`src/rtl/rpn_pkg.sv`:
```
// Shared definitions for the RPN stack evaluator: op codes, error bit indices, FSM states.
// Optional multiply support is enabled by defining RPN_MUL_EN.
package rpn_pkg;

   localparam logic [2:0] OP_ADD = 3'd0;
   localparam logic [2:0] OP_SUB = 3'd1;
   localparam logic [2:0] OP_MUL = 3'd2;
   localparam logic [2:0] OP_AND = 3'd3;
   localparam logic [2:0] OP_OR  = 3'd4;
   localparam logic [2:0] OP_XOR = 3'd5;

   localparam int ERR_OVF  = 0;
   localparam int ERR_UNF  = 1;
   localparam int ERR_OP   = 2;
   localparam int ERR_BUSY = 3;

   typedef enum logic [1:0] {
      ST_IDLE = 2'd0,
      ST_EXEC = 2'd1,
      ST_WB   = 2'd2
   } state_t;

   // MUL counts as a legal op only when the multiplier is built in.
   function automatic logic op_is_bad(input logic [2:0] code);
      case (code)
         OP_ADD, OP_SUB, OP_AND, OP_OR, OP_XOR: op_is_bad = 1'b0;
`ifdef RPN_MUL_EN
         OP_MUL:                                op_is_bad = 1'b0;
`endif
         default:                               op_is_bad = 1'b1;
      endcase
   endfunction

endpackage

```
`src/rtl/rpn_alu.sv`:
```
// Combinational RPN operator datapath: value = a op b, modulo 2^WIDTH.
// The multiply branch exists only when RPN_MUL_EN is defined.
module rpn_alu
   import rpn_pkg::*;
#(
   parameter int WIDTH = 16
) (
   input  logic [WIDTH-1:0] a,
   input  logic [WIDTH-1:0] b,
   input  logic [2:0]       op_code,
   output logic [WIDTH-1:0] value,
   output logic             bad_op
);

   always_comb begin
      value  = '0;
      bad_op = op_is_bad(op_code);
      case (op_code)
         OP_ADD:  value = a + b;
         OP_SUB:  value = a - b;
`ifdef RPN_MUL_EN
         OP_MUL:  value = a * b;
`endif
         OP_AND:  value = a & b;
         OP_OR:   value = a | b;
         OP_XOR:  value = a ^ b;
         default: value = '0;
      endcase
   end

endmodule

```
`src/rtl/rpn_stack_eval.sv`:
```
// RPN evaluator: pushes operands onto a register stack, executes two-operand ops
// through IDLE -> EXEC -> WB. Define RPN_MUL_EN to enable the MUL operator.
module rpn_stack_eval
   import rpn_pkg::*;
#(
   parameter int WIDTH = 16,
   parameter int DEPTH = 8
) (
   input  logic                     clk,
   input  logic                     rst,
   input  logic                     push_valid,
   input  logic [WIDTH-1:0]         push_data,
   input  logic                     op_valid,
   input  logic [2:0]               op_code,
   input  logic                     clear,
   output logic                     busy,
   output logic                     result_valid,
   output logic [WIDTH-1:0]         result,
   output logic [WIDTH-1:0]         top,
   output logic [$clog2(DEPTH):0]   depth,
   output logic [3:0]               err
);

   localparam int AW = $clog2(DEPTH);
   localparam int DW = AW + 1;

   state_t            state_reg, state_next;
   logic [DW-1:0]     depth_reg, depth_next;
   logic [3:0]        err_reg, err_next;
   logic              pend_valid_reg, pend_valid_next;
   logic [2:0]        pend_code_reg, pend_code_next;
   logic [2:0]        op_reg, op_next;
   logic [WIDTH-1:0]  alu_reg;
   logic [WIDTH-1:0]  result_reg, result_next;
   logic              result_valid_reg, result_valid_next;

   logic [WIDTH-1:0]  stack_mem [DEPTH];
   logic              wr_en;
   logic [AW-1:0]     wr_addr;
   logic [WIDTH-1:0]  wr_data;

   logic [DW-1:0]     a_ptr, b_ptr;
   logic              op_req;
   logic [2:0]        op_sel, alu_op;
   logic [WIDTH-1:0]  alu_value;
   logic              alu_bad_op;

   assign a_ptr  = depth_reg - DW'(2);
   assign b_ptr  = depth_reg - DW'(1);
   assign op_req = pend_valid_reg | op_valid;
   assign op_sel = pend_valid_reg ? pend_code_reg : op_code;
   // In IDLE the ALU screens the candidate op; afterwards it evaluates the accepted one.
   assign alu_op = (state_reg == ST_IDLE) ? op_sel : op_reg;

   rpn_alu #(.WIDTH(WIDTH)) u_alu (
      .a       (stack_mem[a_ptr[AW-1:0]]),
      .b       (stack_mem[b_ptr[AW-1:0]]),
      .op_code (alu_op),
      .value   (alu_value),
      .bad_op  (alu_bad_op)
   );

   genvar gi;
   generate
      for (gi = 0; gi < DEPTH; gi++) begin : g_stack
         always_ff @(posedge clk) begin
            if (wr_en && wr_addr == AW'(gi))
               stack_mem[gi] <= wr_data;
         end
      end
   endgenerate

   always_ff @(posedge clk or posedge rst) begin
      if (rst) begin
         state_reg        <= ST_IDLE;
         depth_reg        <= '0;
         err_reg          <= '0;
         pend_valid_reg   <= 1'b0;
         pend_code_reg    <= '0;
         op_reg           <= '0;
         alu_reg          <= '0;
         result_reg       <= '0;
         result_valid_reg <= 1'b0;
      end else begin
         state_reg        <= state_next;
         depth_reg        <= depth_next;
         err_reg          <= err_next;
         pend_valid_reg   <= pend_valid_next;
         pend_code_reg    <= pend_code_next;
         op_reg           <= op_next;
         result_reg       <= result_next;
         result_valid_reg <= result_valid_next;
         if (state_reg == ST_EXEC)
            alu_reg <= alu_value;
      end
   end

   always_comb begin
      state_next        = state_reg;
      depth_next        = depth_reg;
      err_next          = err_reg;
      pend_valid_next   = pend_valid_reg;
      pend_code_next    = pend_code_reg;
      op_next           = op_reg;
      result_next       = result_reg;
      result_valid_next = 1'b0;
      wr_en             = 1'b0;
      wr_addr           = '0;
      wr_data           = '0;

      if (clear) begin
         state_next      = ST_IDLE;
         depth_next      = '0;
         err_next        = '0;
         pend_valid_next = 1'b0;
      end else begin
         case (state_reg)
            ST_IDLE: begin
               if (push_valid) begin
                  if (depth_reg == DW'(DEPTH)) begin
                     err_next[ERR_OVF] = 1'b1;
                  end else begin
                     wr_en      = 1'b1;
                     wr_addr    = depth_reg[AW-1:0];
                     wr_data    = push_data;
                     depth_next = depth_reg + DW'(1);
                  end
               end
               // A fresh op colliding with a held one has nowhere to go.
               if (pend_valid_reg && op_valid)
                  err_next[ERR_BUSY] = 1'b1;
               if (op_req) begin
                  if (push_valid) begin
                     pend_valid_next = 1'b1;
                     pend_code_next  = op_sel;
                  end else begin
                     pend_valid_next = 1'b0;
                     if (alu_bad_op)
                        err_next[ERR_OP] = 1'b1;
                     else if (depth_reg < DW'(2))
                        err_next[ERR_UNF] = 1'b1;
                     else begin
                        op_next    = op_sel;
                        state_next = ST_EXEC;
                     end
                  end
               end
            end
            ST_EXEC: begin
               if (push_valid || op_valid)
                  err_next[ERR_BUSY] = 1'b1;
               state_next = ST_WB;
            end
            ST_WB: begin
               if (push_valid || op_valid)
                  err_next[ERR_BUSY] = 1'b1;
               wr_en             = 1'b1;
               wr_addr           = a_ptr[AW-1:0];
               wr_data           = alu_reg;
               depth_next        = b_ptr;
               result_next       = alu_reg;
               result_valid_next = 1'b1;
               state_next        = ST_IDLE;
            end
            default: state_next = ST_IDLE;
         endcase
      end
   end

   assign busy         = (state_reg != ST_IDLE);
   assign result_valid = result_valid_reg;
   assign result       = result_reg;
   assign depth        = depth_reg;
   assign err          = err_reg;
   assign top          = (depth_reg == '0) ? '0 : stack_mem[b_ptr[AW-1:0]];

endmodule

```
`config.mk`:
```
export PLATFORM = sky130hd
export DESIGN_NAME = rpn_stack_eval
export DESIGN_NICKNAME = d
export VERILOG_FILES = /design/src/rtl/rpn_pkg.sv /design/src/rtl/rpn_alu.sv /design/src/rtl/rpn_stack_eval.sv
export SDC_FILE = /design/constraint.sdc
export NUM_CORES = 1
export LEC_CHECK = 0
export ABC_AREA = 1
export BUFFER_PORTS_ARGS = -buffer_cell sky130_fd_sc_hd__buf_2
export CAP_MARGIN = 20
export CORE_MARGIN = 5
export CORE_UTILIZATION = 45
export DETAILED_ROUTE_END_ITERATION = 8
export SYNTH_ARGS = -nofsm -noshare
export SYNTH_HDL_FRONTEND = slang
export SYNTH_SLANG_ARGS = --single-unit
```
`constraint.sdc`:
```
create_clock -name clk -period 7.7 [get_ports clk]
set_clock_uncertainty 0.2 [all_clocks]
set_input_delay 1.54 -clock clk [delete_from_list [all_inputs] [get_ports clk]]
set_output_delay 1.54 -clock clk [all_outputs]
set_load 0.02 [all_outputs]
```
======== After elaboration in Yosys (flattened, before gate mapping) ========
Memory sizes are Yosys's and may differ from the RTL's.
Index checks and enable logic that the tools add are counted.
W data, S select, Z words.
operators by class
  equality and inequality tests ........... 24
  order comparisons ....................... 1
  bitwise logic cells ..................... 7
  add/sub/neg operators ................... 5
  reductions and logical operators ........ 42
  muxes and demuxes ....................... 81
operators by type and width
  kind                  number
  $mux W16              11
  $reduce_or A16 Y1     7
  $pmux W16 S5          1
  $mux W1               39
  $mux W3               13
  $pmux W16 S2          1
  $eq A3 B3 Y1 const B  6
  $add A16 B16 Y16      1
  $and A16 B16 Y16      1
  $mux W4               4
  $or A16 B16 Y16       1
  $sub A16 B16 Y16      1
  $xor A16 B16 Y16      1
  $ne A3 B3 Y1 const B  5
  $mux W2               7
  $reduce_bool A2 Y1    7
  $reduce_and A4 Y1     3
  $eq A3 B2 Y1 const B  3
  $logic_and A1 B1 Y1   9
  $reduce_and A3 Y1     3
  $pmux W4 S2           1
  $eq A3 B1 Y1 const B  2
  $logic_not A3 Y1      2
  $ne A3 B2 Y1 const B  2
  24 further kinds      29
storage, ports and cells
  memories kept ........................... 1
  word-level logic and storage cells ...... 173
  bits of input ports ..................... 24
  memory bits (writable) .................. 128
  output and inout bits ................... 42
  bits in registers ....................... 50
memory list
  name       depth  width  rd ports  clocked after Yosys merged registers in  write ports  RTL line              source
  stack_mem  8      16     2         0                                        1            rpn_stack_eval.sv:37  logic [WIDTH-1:0] stack_mem [DEPTH];

======== Logic depth before layout (Yosys ltp) ========
  depth in word-level cells ............... 17
  depth in mapped cells ................... 33
  mapped depth without buffers ............ 29

======== Modules after synthesis ========
From an unflattened synthesis, not the netlist that was laid out.
unflattened totals
  cell total of the unflattened synthesis .. 1334
  area, all modules ....................... 11105.7 um2
by module, submodules not included
  module          area each (um2)  cells each  instances
  rpn_stack_eval  8943.6           968         1
  rpn_alu         2162.1           366         1

======== Worst setup path before layout ========
Ideal clock, no wire load.
  path type ............................... register to register
  start point ............................. reg depth_reg[0] (netlist: depth[0])
  end point ............................... reg alu_reg[5]
  arrival ................................. 4.255 ns
  cell stages (with the launch flop) ...... 27
  setup time .............................. 0.134 ns
  setup slack ............................. 3.111 ns
  cell sequence ........................... dfrtp_1 > inv_2 > buf_4 > buf_2 > buf_1 > ha_1 > buf_4 > inv_2 > buf_2 > o211ai_1 > nand2_1 > nand2_1 > nand2_1 > inv_1 > ha_1 > or2_2 > o21ai_0 > ha_1 > a31oi_1 > nor2_1 > o21ai_0 > nand2_1 > or2_2 > nand3_1 > o2111ai_1 > nand2_1 > o21ai_0
on the way
  longest elaborated chain between the ends .. 4
ends and longest elaborated chain
  item                                            RTL line                                    source
  start, declared                                 rpn_stack_eval.sv:28                        logic [DW-1:0] depth_reg, depth_next;
  start signal, assigned                          rpn_stack_eval.sv:86                        depth_reg <= depth_next;
  $sub A4 B1 Y4 or $sub A3 B2 Y3 (tied branches)  rpn_stack_eval.sv:49, rpn_stack_eval.sv:48
  $mem_v2 Z8 W16 *                                n/a
  $sub A16 B16 Y16 (tied with other cells)        rpn_alu.sv:20                               OP_SUB: value = a - b;
  $pmux W16 S5 *                                  rpn_alu.sv:18                               case (op_code)
  end signal, assigned                            rpn_stack_eval.sv:94                        alu_reg <= alu_value;
  end, declared                                   rpn_stack_eval.sv:33                        logic [WIDTH-1:0] alu_reg;
Mark *: on every way between the ends. The rest lies on a longest branch, timed or not.
A chain may end at the register's enable or synchronous reset.

======== Final worst setup path ========
  start point ............................. reg depth_reg[0] (netlist: depth[0])
  end point ............................... reg alu_reg[15]
Same word-level chain as after synthesis.

==> summary.md <==
| Metric | Value |
|---|---|
| Sink Count | approximately 180 |
| All-layer global routing usage | about 22% |
| CTS tree | built |
| WP buf/inv | 4 |
| Layout Cells excl Fill | 1,768 |
| CP Launch Type | flop |
| Family with the most delay on the worst path | buffers and inverters |
| Antenna Nets Post-Route | 0 |
| DR pass1 iterations | 5 |
| Asr flop ratio synth | 28.1% |
| DR vias/cell | 5.25 |
| Clock Tree Buf Depth | 2 |
| Multi-input gate area | 4850 um2 |
| Fillers | 2,277 |
| Final setup fails | 0 |
| Fin crit share | 77.5% |
| Finished Core Util | 50.5% |
| Chip width | between 150 and 200 um |
| Critical path fanouts, max | 68 |
| Share of cells above drive strength 1 | 11.6% |
| Cell mode on critical path | nand2_1 |
| Worst Tran Pin Value | 0.824 ns |
| Count of pins over their slew limit | 0 |
| Crit path depth | 25 |
| Synth top cells by count | nand2_1 (360), inv_1 (217), o21ai_0 (138) |
| # diodes | 0 |
| MaxCap Viol Count | 0 |
| Top Ports | 66 |
| Critical path class | flop to flop |
| Outcome | complete, no violations |
| Insertion delay to the later sink of the worst-skew pair | approximately 0.44 ns |
| Hold buffers post-CTS | 0 |
| Largest net degree at the start of global routing | 82 |
| Critical path arrival | 6.10 ns |
| Count leader, synth | nand2_1 |
| Top_reg_cell synth | edfxtp_1 |
| DRC | 0 |
| Grt total ovfl | 0 |
| Post-CTS sizing | 0 |
| Slew HR | 45.1% |
| Req. time, crit path | 7.84 ns |
| RSZ-0062 raised after global routing | false |
| Top cell type's share of synthesized area | a little over a third |
| Final #Nets | 1,513 |
| Slowest CP cell | dfrtp_4 |
| Yosys top cell by area | edfxtp_1 |
| DRT iter0 DRCs | 808 |
| Via count | between 9,000 and 10,000 |
| Wirelength per Cell | approximately 18 um |
| GPL Wtd Cong | 0.898 |
| Fin crit period | 5.97 ns |
| FMAX | roughly 170 MHz |
| Die Y | 167 um |
| Die ar. | roughly 28,000 um2 |
| Placed insts | 1,735 |
| Sequential area share after synthesis | 46.0% |
| Placed wire-length estimate | 21.2 mm |
| Clock transition at path regs | 0.07 ns |
| Cell area after synthesis | roughly 11,000 um2 |
| CTS HTree Levels | 4 |
| DP Area | ~12,000 um2 |
| Core area | 24,300 um2 |
| Hold crit path type | flop to flop |
| Synth area leaders | edfxtp_1 (35%), nand2_1 (12%), dfrtp_1 (11%) |
| Global-route wire length before repair | 48.9 mm |
| Postcts setup bufs | 0 |
| Final Hold Viols | 0 |
| Syn-to-layout area delta | 10.8% |
| Vias in the first global route | 8,936 |
| CP Capture Type | flop |
| Core Rows | 57 |
| Cells on Worst Hold Path | 2 |
| TritonCTS Buffers | 17 |
| Post-synth EDFFs | 128 |
| Yosys reg bits | between 150 and 200 |
| Largest register FFs | about 130 |
| R2R depth | 25 |
| Yosys warns | 0 |
| Final wirelength | 31.2 mm |
| IO buf count | 65 |
| Largest stage delay, worst path | 0.85 ns |
| Syn nets | 1,473 |
| Synth cell types | 43 |
| Mean Syn Cell Area | 7.97 um2 |
| CTS root buf | clkbuf_16 |
| Storage cell area | 5100 um2 |
| Total negative setup slack | 0 ns |
| Post-synthesis instance total | 1,391 |
| Antenna violations before repair | 1 |
| Starting density of the core | a little under half |
| Finished Cell Area | between 10,000 and 15,000 um2 |
-- path summary, 6_finish.rpt --
check	from	to	slack, ns
min	result[2]	result[2]	0.27
min in group asynchronous	rst	result_valid	1.07
max	depth[0]	alu_reg[15]	1.73
max reg2reg	depth[0]	alu_reg[15]	1.73
max in group asynchronous	rst	depth[0]	5.71
min reg2reg	result[2]	result[2]	0.27
-- per-stage QoR --
step	setup slack [ns]	hold WS, ns
after floorplan	3.11	0.271
after global placement	1.88	0.254
after detailed placement	1.79	0.254
after CTS	1.79	0.272
after global routing	1.24	0.306
final	1.73	0.268
-- logic make-up (layout without fill, tap and decap cells) --
group,Yosys count,in the layout,synth area share (%)
AO/OA/AOI/OAI,297,297,14.6
XOR/XNOR,15,15,1.19
adder cells (fa/ha/maj),58,58,6.62
buffers and inverters,288,341,10.5
flip-flops,178,178,46.0
multiplexers,3,3,0.305
AND/OR/NAND/NOR,552,552,20.8
-- area by class of cell --
cell class | count | share of cell area (%)
Sequential cell | 178 | 41.5
Tap cell | 324 | 3.30
Timing Repair Buffer | 86 | 3.99
Inverter | 223 | 6.85
Clock inverter | 15 | 1.38
Clock buffer | 17 | 3.46
Multi-Input combinational cell | 925 | 39.5
-- layout by cell type (no fill, tap or decap), drive strengths merged, types with 2 or more instances in the layout --
cell type    n
nor2        58
nand2      376
a221oi       5
edfxtp     128
or2          4
a21oi      102
clkinv       6
a31oi        5
o21ai      156
dfrtp       50
buf         86
o21bai       4
clkbuf      17
o2111ai      7
nor3         8
o31ai        2
a21boi       2
nand3      100
a21o         2
inv        229
o22ai        2
a32oi        2
mux2         3
nand4        6
clkinvlp     2
o211ai       4
ha          57
xor2        15
-- worst register-to-register path, stage by stage (launching register included) --
cell	delay [ns]
dfrtp_4	0.85
clkinv_2	0.70
ha_1	0.54
inv_2	0.51
o21ai_0	0.19
o21ai_0	0.18
nand2_1	0.06
nand2_1	0.16
inv_1	0.11
ha_1	0.22
nand4_1	0.13
nor2_1	0.08
nand3_1	0.10
nand2_1	0.09
xor2_1	0.18
ha_1	0.37
a21oi_1	0.21
inv_1	0.06
a31oi_1	0.20
o21ai_0	0.11
a31oi_1	0.26
nand3_1	0.12
nand3_1	0.09
nand2_1	0.06
nand2_1	0.07
nand2_1	0.05
-- layer usage --
metal | vias up | routed length (um) | GRT usage (%) | share of wire, %
met1 | 4363 | 13900 | 29.2 | 44
li1 | 4637 | - | - | -
met5 | - | 0 | 0 | 0
met2 | 227 | 15000 | 38.1 | 48
met4 | 0 | 871 | 6.69 | 2.8
met3 | 56 | 1520 | 4.34 | 4.9
Power is left out: the tool's default activity adds up to more than one toggle a clock period on the data nets, which glitch-free logic cannot reach.
